<file path="src/rtl/squeeze_serializer.sv">
// Squeeze-side output stage: unloads rate blocks of Keccak state as W-bit words,
// tracks the remaining output length and requests permutations between blocks.
module squeeze_serializer #(
    parameter int RATE_BITS = 1088,
    parameter int W         = 64,
    parameter int LEN_WIDTH = 32
) (
    input  logic                     clk,
    input  logic                     rst_n,
    input  logic                     start,
    input  logic [LEN_WIDTH-1:0]     out_len_bits,
    input  logic [RATE_BITS-1:0]     state_in,
    input  logic                     state_valid,
    output logic                     state_ready,
    output logic                     perm_req,
    output logic [W-1:0]             dout,
    output logic                     dout_valid,
    input  logic                     dout_ready,
    output logic                     dout_last,
    output logic [$clog2(W+1)-1:0]   dout_nbits,
    output logic                     busy,
    output logic                     done
);

    localparam int WORDS = RATE_BITS / W;
    localparam int NBW   = $clog2(W + 1);
    localparam int IDXW  = (WORDS > 1) ? $clog2(WORDS) : 1;

    generate
        if (RATE_BITS % W != 0) begin : g_rate_check
            $error("squeeze_serializer: RATE_BITS must be a multiple of W");
        end
    endgenerate

    typedef enum logic [1:0] {IDLE, WAIT_BLOCK, EMIT} state_t;

    state_t                 state;
    logic [LEN_WIDTH-1:0]   remaining;
    logic [IDXW-1:0]        word_idx;
    logic [RATE_BITS-1:0]   shreg;

    logic [LEN_WIDTH-1:0]   rem_next;
    logic [RATE_BITS-1:0]   shreg_next;
    logic [NBW-1:0]         nb_next;
    logic                   hs;

    function automatic logic [NBW-1:0] word_bits(input logic [LEN_WIDTH-1:0] rem);
        if (rem >= LEN_WIDTH'(W))
            return NBW'(W);
        else
            return NBW'(rem);
    endfunction

    // Bits above the valid count of the final word are driven to zero.
    function automatic logic [W-1:0] mask_word(input logic [W-1:0] w, input logic [NBW-1:0] nb);
        logic [W-1:0] m;
        m = '0;
        for (int unsigned i = 0; i < W; i++)
            m[i] = (i < 32'(nb));
        return w & m;
    endfunction

    always_comb begin
        hs         = dout_valid && dout_ready;
        rem_next   = remaining - LEN_WIDTH'(dout_nbits);
        shreg_next = shreg >> W;
        nb_next    = word_bits(rem_next);
    end

    always_ff @(posedge clk or negedge rst_n) begin
        if (!rst_n) begin
            state       <= IDLE;
            remaining   <= '0;
            word_idx    <= '0;
            shreg       <= '0;
            state_ready <= 1'b0;
            perm_req    <= 1'b0;
            dout        <= '0;
            dout_valid  <= 1'b0;
            dout_last   <= 1'b0;
            dout_nbits  <= '0;
            busy        <= 1'b0;
            done        <= 1'b0;
        end else begin
            perm_req <= 1'b0;
            done     <= 1'b0;
            case (state)
                IDLE: begin
                    if (start) begin
                        if (out_len_bits != '0) begin
                            remaining   <= out_len_bits;
                            state       <= WAIT_BLOCK;
                            state_ready <= 1'b1;
                            busy        <= 1'b1;
                        end else begin
                            done <= 1'b1;
                        end
                    end
                end
                WAIT_BLOCK: begin
                    if (state_valid) begin
                        shreg       <= state_in;
                        word_idx    <= '0;
                        state       <= EMIT;
                        state_ready <= 1'b0;
                        dout_valid  <= 1'b1;
                        dout_nbits  <= word_bits(remaining);
                        dout_last   <= (remaining <= LEN_WIDTH'(W));
                        dout        <= mask_word(state_in[W-1:0], word_bits(remaining));
                    end
                end
                EMIT: begin
                    if (hs) begin
                        remaining <= rem_next;
                        shreg     <= shreg_next;
                        word_idx  <= word_idx + IDXW'(1);
                        // Final word takes priority over a simultaneous block boundary.
                        if (dout_last) begin
                            state      <= IDLE;
                            busy       <= 1'b0;
                            done       <= 1'b1;
                            dout_valid <= 1'b0;
                            dout       <= '0;
                            dout_last  <= 1'b0;
                            dout_nbits <= '0;
                        end else if (word_idx == IDXW'(WORDS - 1)) begin
                            state       <= WAIT_BLOCK;
                            state_ready <= 1'b1;
                            perm_req    <= 1'b1;
                            dout_valid  <= 1'b0;
                            dout        <= '0;
                            dout_last   <= 1'b0;
                            dout_nbits  <= '0;
                        end else begin
                            dout       <= mask_word(shreg_next[W-1:0], nb_next);
                            dout_nbits <= nb_next;
                            dout_last  <= (rem_next <= LEN_WIDTH'(W));
                        end
                    end
                end
                default: state <= IDLE;
            endcase
        end
    end

endmodule

</file>
<file path="config.mk">
export PLATFORM = sky130hd
export DESIGN_NAME = squeeze_serializer
export DESIGN_NICKNAME = d
export VERILOG_FILES = /design/src/rtl/squeeze_serializer.sv
export SDC_FILE = /design/constraint.sdc
export NUM_CORES = 2
export LEC_CHECK = 0
export CORE_AREA = 2 2 464 466
export CTS_CLUSTER_SIZE = 16
export DETAILED_ROUTE_END_ITERATION = 7
export DIE_AREA = 0 0 466 468
export PLACE_DENSITY = 0.48
export SKIP_CTS_REPAIR_TIMING = 1
export SLEW_MARGIN = 5
export SYNTH_ARGS = -nofsm -noshare
export SYNTH_HDL_FRONTEND = slang
export SYNTH_SLANG_ARGS = --single-unit
</file>
<file path="constraint.sdc">
create_clock -name clk -period 10.1 [get_ports clk]
set_input_delay 2.02 -clock clk [delete_from_list [all_inputs] [get_ports clk]]
set_output_delay 2.02 -clock clk [all_outputs]
set_load 0.01 [all_outputs]
</file>
# Word-level counts from Yosys, hierarchy flattened

Index checks and enable logic that the tools add are counted.

Bits in registers: 1204
Bits of input ports: 1125
Output and inout port bits: 77
Logic and storage cells: 230

Add/sub/neg operators: 2
$lt $le $gt $ge: 132
Eq/ne operators: 11
Multiplexer cells: 59
Bitwise operators: 2
Reduce and logical (&&, ||, !) cells: 12

Operators by type and width:

| operator                                              | number |
|---|---|
| 2-to-1 mux 1088 bit                                   | 2 |
| one-hot mux 1088 bit (2 select lines)                 | 1 |
| < comparator 6 x 7 -> 1 bit (first input constant)    | 64 |
| 2-to-1 mux 64 bit                                     | 4 |
| < comparator 5 x 7 -> 1 bit (first input constant)    | 32 |
| AND 64 bit                                            | 2 |
| one-hot mux 64 bit (2 select lines)                   | 1 |
| < comparator 4 x 7 -> 1 bit (first input constant)    | 16 |
| 2-to-1 mux 32 bit                                     | 3 |
| >= comparator 32 x 7 -> 1 bit (second input constant) | 2 |
| <= comparator 32 x 7 -> 1 bit (second input constant) | 2 |
| one-hot mux 32 bit (2 select lines)                   | 1 |
| < comparator 3 x 7 -> 1 bit (first input constant)    | 8 |
| 2-to-1 mux 7 bit                                      | 7 |
| nonzero test 32 bit                                   | 1 |
| subtractor 32 x 7 -> 32 bit                           | 1 |
| < comparator 1 x 7 -> 1 bit (first input constant)    | 4 |
| < comparator 2 x 7 -> 1 bit (first input constant)    | 4 |
| 2-to-1 mux 1 bit                                      | 24 |
| != test 2 bit (second input constant)                 | 7 |
| one-hot mux 7 bit (2 select lines)                    | 1 |
| 2-to-1 mux 2 bit                                      | 6 |
| 2-to-1 mux 5 bit                                      | 2 |
| one-hot mux 5 bit (2 select lines)                    | 1 |
| 16 further kinds                                      | 22 |

# Logic depth before layout (Yosys ltp)

Word-level depth: 9
Depth in mapped cells: 13
Mapped depth without buffers: 12

# Least setup slack after synthesis

OpenSTA, ideal clock, no wires.

Path type: input to register
Start point: in dout_ready
End point: reg dout[2]
Library setup time: 0.067 ns
Arrival time: 3.631 ns
Required time: 10.033 ns
Setup slack: 6.402 ns
Cell stages on the path: 8
Path buffers: 2
Path through: nand3_1 nor2_1 nor2_1 nor2_1 clkbuf_1 buf_1 o211ai_1 nand2_1

Longest elaborated chain between the ends: 3

Ends and longest elaborated chain:

| item                                 | line | text |
|---|---|---|
| start: declaration                   | 18   | `input logic dout_ready,` |
| logical AND 1 bit                    | 64   | `hs = dout_valid && dout_ready;` |
| != test 2 bit (no source line)       | --   |  |
| AND reduction 3 bit (no source line) | --   |  |
| end signal: assignment               | 109  | `dout <= mask_word(state_in[W-1:0], word_bits(remaining));` |
| end signal: assignment               | 135  | `dout <= mask_word(shreg_next[W-1:0], nb_next);` |
| end: declaration                     | 16   | `output logic [W-1:0] dout,` |

Every way passes these cells.
A chain may end at the register's enable or synchronous reset.

# Worst setup path after layout

Start point: in state_valid
End point: reg shreg[836]

Longest elaborated chain between the ends: 2

Ends and longest elaborated chain:

| item                                 | line | text |
|---|---|---|
| start: declaration                   | 13   | `input logic state_valid,` |
| != test 2 bit (no source line)       | --   |  |
| AND reduction 3 bit (no source line) | --   |  |
| end signal: assignment               | 102  | `shreg <= state_in;` |
| end signal: assignment               | 115  | `shreg <= shreg_next;` |
| end: declaration                     | 40   | `logic [RATE_BITS-1:0] shreg;` |

Every way passes these cells.

==> run_results.csv <==
group,metric,value,unit
outcome,run_status,"completed",
detailed_routing,post_drt_wl_per_cell,25.84,µm
placement,port_buffers,1201,
timing,tns,0,ps
critical_path,crit_start,"state_valid",
critical_path,ff2ff_setup_slack,5260,ps
detailed_routing,via_per_inst,4.968,
floorplanning,num_io_pins,1202,
final_layout,regArea,28530,µm²
global_routing,track_usage,23.43,%
synthesis,synth_seq_cells,1140,
timing,whs,483.3,ps
worst_hold_path,min_path_type,"reg2reg",
floorplanning,die_width,466,µm
critical_path,slowest_stage,"nand2_4",
final_layout,nFillCells,22610,
detailed_routing,firstDrtPassIters,6,
power_and_ir_drop,power_density,312.3,nW/µm²
critical_path,crit_path_start_kind,"primary input",
timing,worst_pin_slew,1365,ps
synthesis,synth_largest_area_cell,"dfrtp_1",
critical_path,r2r_end,"dout[44]",
timing,finClkSkew,36.09,ps
final_layout,layout_commonest_cell,"nand2_1",
global_routing,grt_antenna_before_repair,123,
placement,dp_hpwl,197.4,mm
synthesis,synthesis.area,52230,µm²
global_routing,grt_max_degree,246,
placement,place_area,66640,µm²
synthesis,seq_area_frac_synth,54.62,%
synthesis,async_flop_share,100.0,%
critical_path,endpoint_kind,"flip-flop",
floorplanning,die_h,468,µm
flow_run,max_cap_viol_count,0,
timing,rsz0062_at_grt,"no",
timing,min_period_over_period,50.41,%
floorplanning,start_util,24.48,%
floorplanning,core,213300,µm²
synthesis,synth_top_area_share,54.62,%
final_layout,multi_input_area,21770,µm²
critical_path,crit_path_end,"shreg[836]",
timing,slew_violations,0,
critical_path,crit_type,"in2reg",
detailed_routing,first_iter_violations,4972,
cts,clk_path_buf_depth,3,
cts,cts.clk_slew.worst_paths,60,ps
floorplanning,die_area,218100,µm²
synthesis,syn_nets,7428,
timing,max_clock_freq,0.1964,GHz
global_routing,overflow,0,
synthesis,synth.area.top_cells,"dfrtp_1 (55%), nand2_1 (15%), a31oi_1 (12%), nor2_1 (7.5%), clkbuf_1 (3.4%)",
critical_path,crit_chain,"clkdlybuf4s50_1 -> nand3_1 -> nand2_4 -> buf_4 -> buf_12 -> a31oi_1",
cts,cts_tree,"done",
final_layout,fin_util,33.55,%
critical_path,rr_worst_depth,12,
detailed_routing,ant_nets,0,
critical_path,reg2reg_from,"remaining[0]",
floorplanning,rows,170,
final_layout,fin_area,71580,µm²
final_layout,nets,8333,
synthesis,synth_cells,6293,
global_routing,first_global_vias,49366,
timing,slew_headroom,8.416,%
cts,clock_latency,810,ps
detailed_routing,routed_wirelength,263.8,mm
final_layout,most-common-layout-cells,"nand2_1 (2050), clkdlybuf4s50_1 (1200), dfrtp_1 (1140)",
cts,cts.sinks,1140,
synthesis,avgSynthCellArea,8.300,µm²
power_and_ir_drop,ir_drop,0.1738,mV
synthesis,synth_edf_count,0,
synthesis,synth_cell_type_count,70,
critical_path,required,10710,ps
synthesis,ys.flop_type,"dfrtp_1",
timing,final-setup-viol-count,0,
critical_path,worst-path-max-fanout,240,
final_layout,drive_gt1_share,4.524,%
cts,cts_root_buf,"clkbuf_16",
timing,hold_viol,0,
placement,routabilityCongestion,0.9204,
final_layout,area_delta_synth_final,37.04,%
detailed_routing,num_vias,50716,
critical_path,critPathArrivalTime,5700,ps
detailed_routing,route.detailed.drc,0,
critical_path,max_stage_delay,810,ps
timing,min_period,5091,ps
power_and_ir_drop,leakagePower,0.02922,µW
cts,cts_buffers,144,
synthesis,yosys_warnings,0,
cts,h-tree-depth,4,
global_routing,grt_pass1_wl,367.9,mm
cells by family (layout without fill, tap and decap cells):
| logic type | Yosys count | after routing | share of synthesized area [%] |
|---|---|---|---|
| AO/OA/AOI/OAI | 1361 | 1361 | 16.91 |
| other | 0 | 54 | 0 |
| XOR/XNOR | 15 | 15 | 0.2515 |
| flip-flops | 1140 | 1140 | 54.62 |
| buffers and inverters | 522 | 1545 | 3.787 |
| adder cells (fa/ha/maj) | 10 | 10 | 0.2539 |
| AND/OR/NAND/NOR | 3245 | 3245 | 24.18 |
synthesized netlist by cell type (all sizes together) (8+ instances only):
cell / n
nand2b: 8
nand3: 40
inv: 26
a32o: 17
dfrtp: 1140
a21oi: 79
clkbuf: 480
a211o: 10
nor3: 26
o211ai: 16
a32oi: 26
or3: 17
a31o: 15
nand2: 2052
a31oi: 967
nor4: 23
o21ai: 98
ha: 9
xor2: 10
a22oi: 15
nor2: 1039
nand4: 13
a22o: 69
buf: 16
critical path: cells and delay by family:
kind	cells	cell delay [ps]
buf+inv	3	1980
simple gates	2	1250
compound gates	1	190
metrics by stage:
step / power [µW] / cells / setup WS, ps
floorplan: 13500 / 6293 / 6402
global placement: 17000 / 9890 / 4270
detailed placement: 17180 / 9890 / 4160
CTS: 22550 / 10154 / 5059
global route: 23870 / 10189 / 4673
finish: 22350 / 10208 / 5009
final cells by class:
cell class,count,share of cell area [%]
flip-flops and latches,1140,39.86
multi-input cells,4631,30.42
repair buffers,1255,17.74
clock buffers,224,6.148
well taps,2838,4.961
clock inverters,40,0.5576
diodes,54,0.1888
inverters,26,0.1363
how the worst min path moves through the flow:
stage / start / to / slack [ps] / cells after the start
finish: dout[5] / dout[5] / 480 / 2
global route: shreg[1072] / shreg[1072] / 510 / 1
CTS: dout[5] / dout[5] / 490 / 2
detailed placement: dout[5] / dout[5] / 470 / 2
global placement: dout[5] / dout[5] / 470 / 2
floorplan: shreg[95] / dout[31] / 450 / 1
state kept, by name, indices dropped and copies added (netlist names):
signal / count
word_idx: 5
done: 1
remaining: 32
dout_valid: 1
dout: 64
state_ready: 1
dout_nbits: 7
dout_last: 1
perm_req: 1
shreg: 1024
state: 2
busy: 1
where the power goes:
part	internal [µW]	switching (µW)	leakage, µW
logic	3070	5360	0.0140
registers	6850	1790	0.0129
clock network	3090	2200	0.00236
per-layer routing:
metal | up-vias | share of wire (%) | GRT usage, %
met5 | - | 0.25 | 0
met4 | 104 | 4.8 | 11.90
met3 | 467 | 7.3 | 6.081
met2 | 1911 | 47 | 37.52
met1 | 24881 | 41 | 29.08
li1 | 23353 | - | -
(Power assumes the default switching activity.)
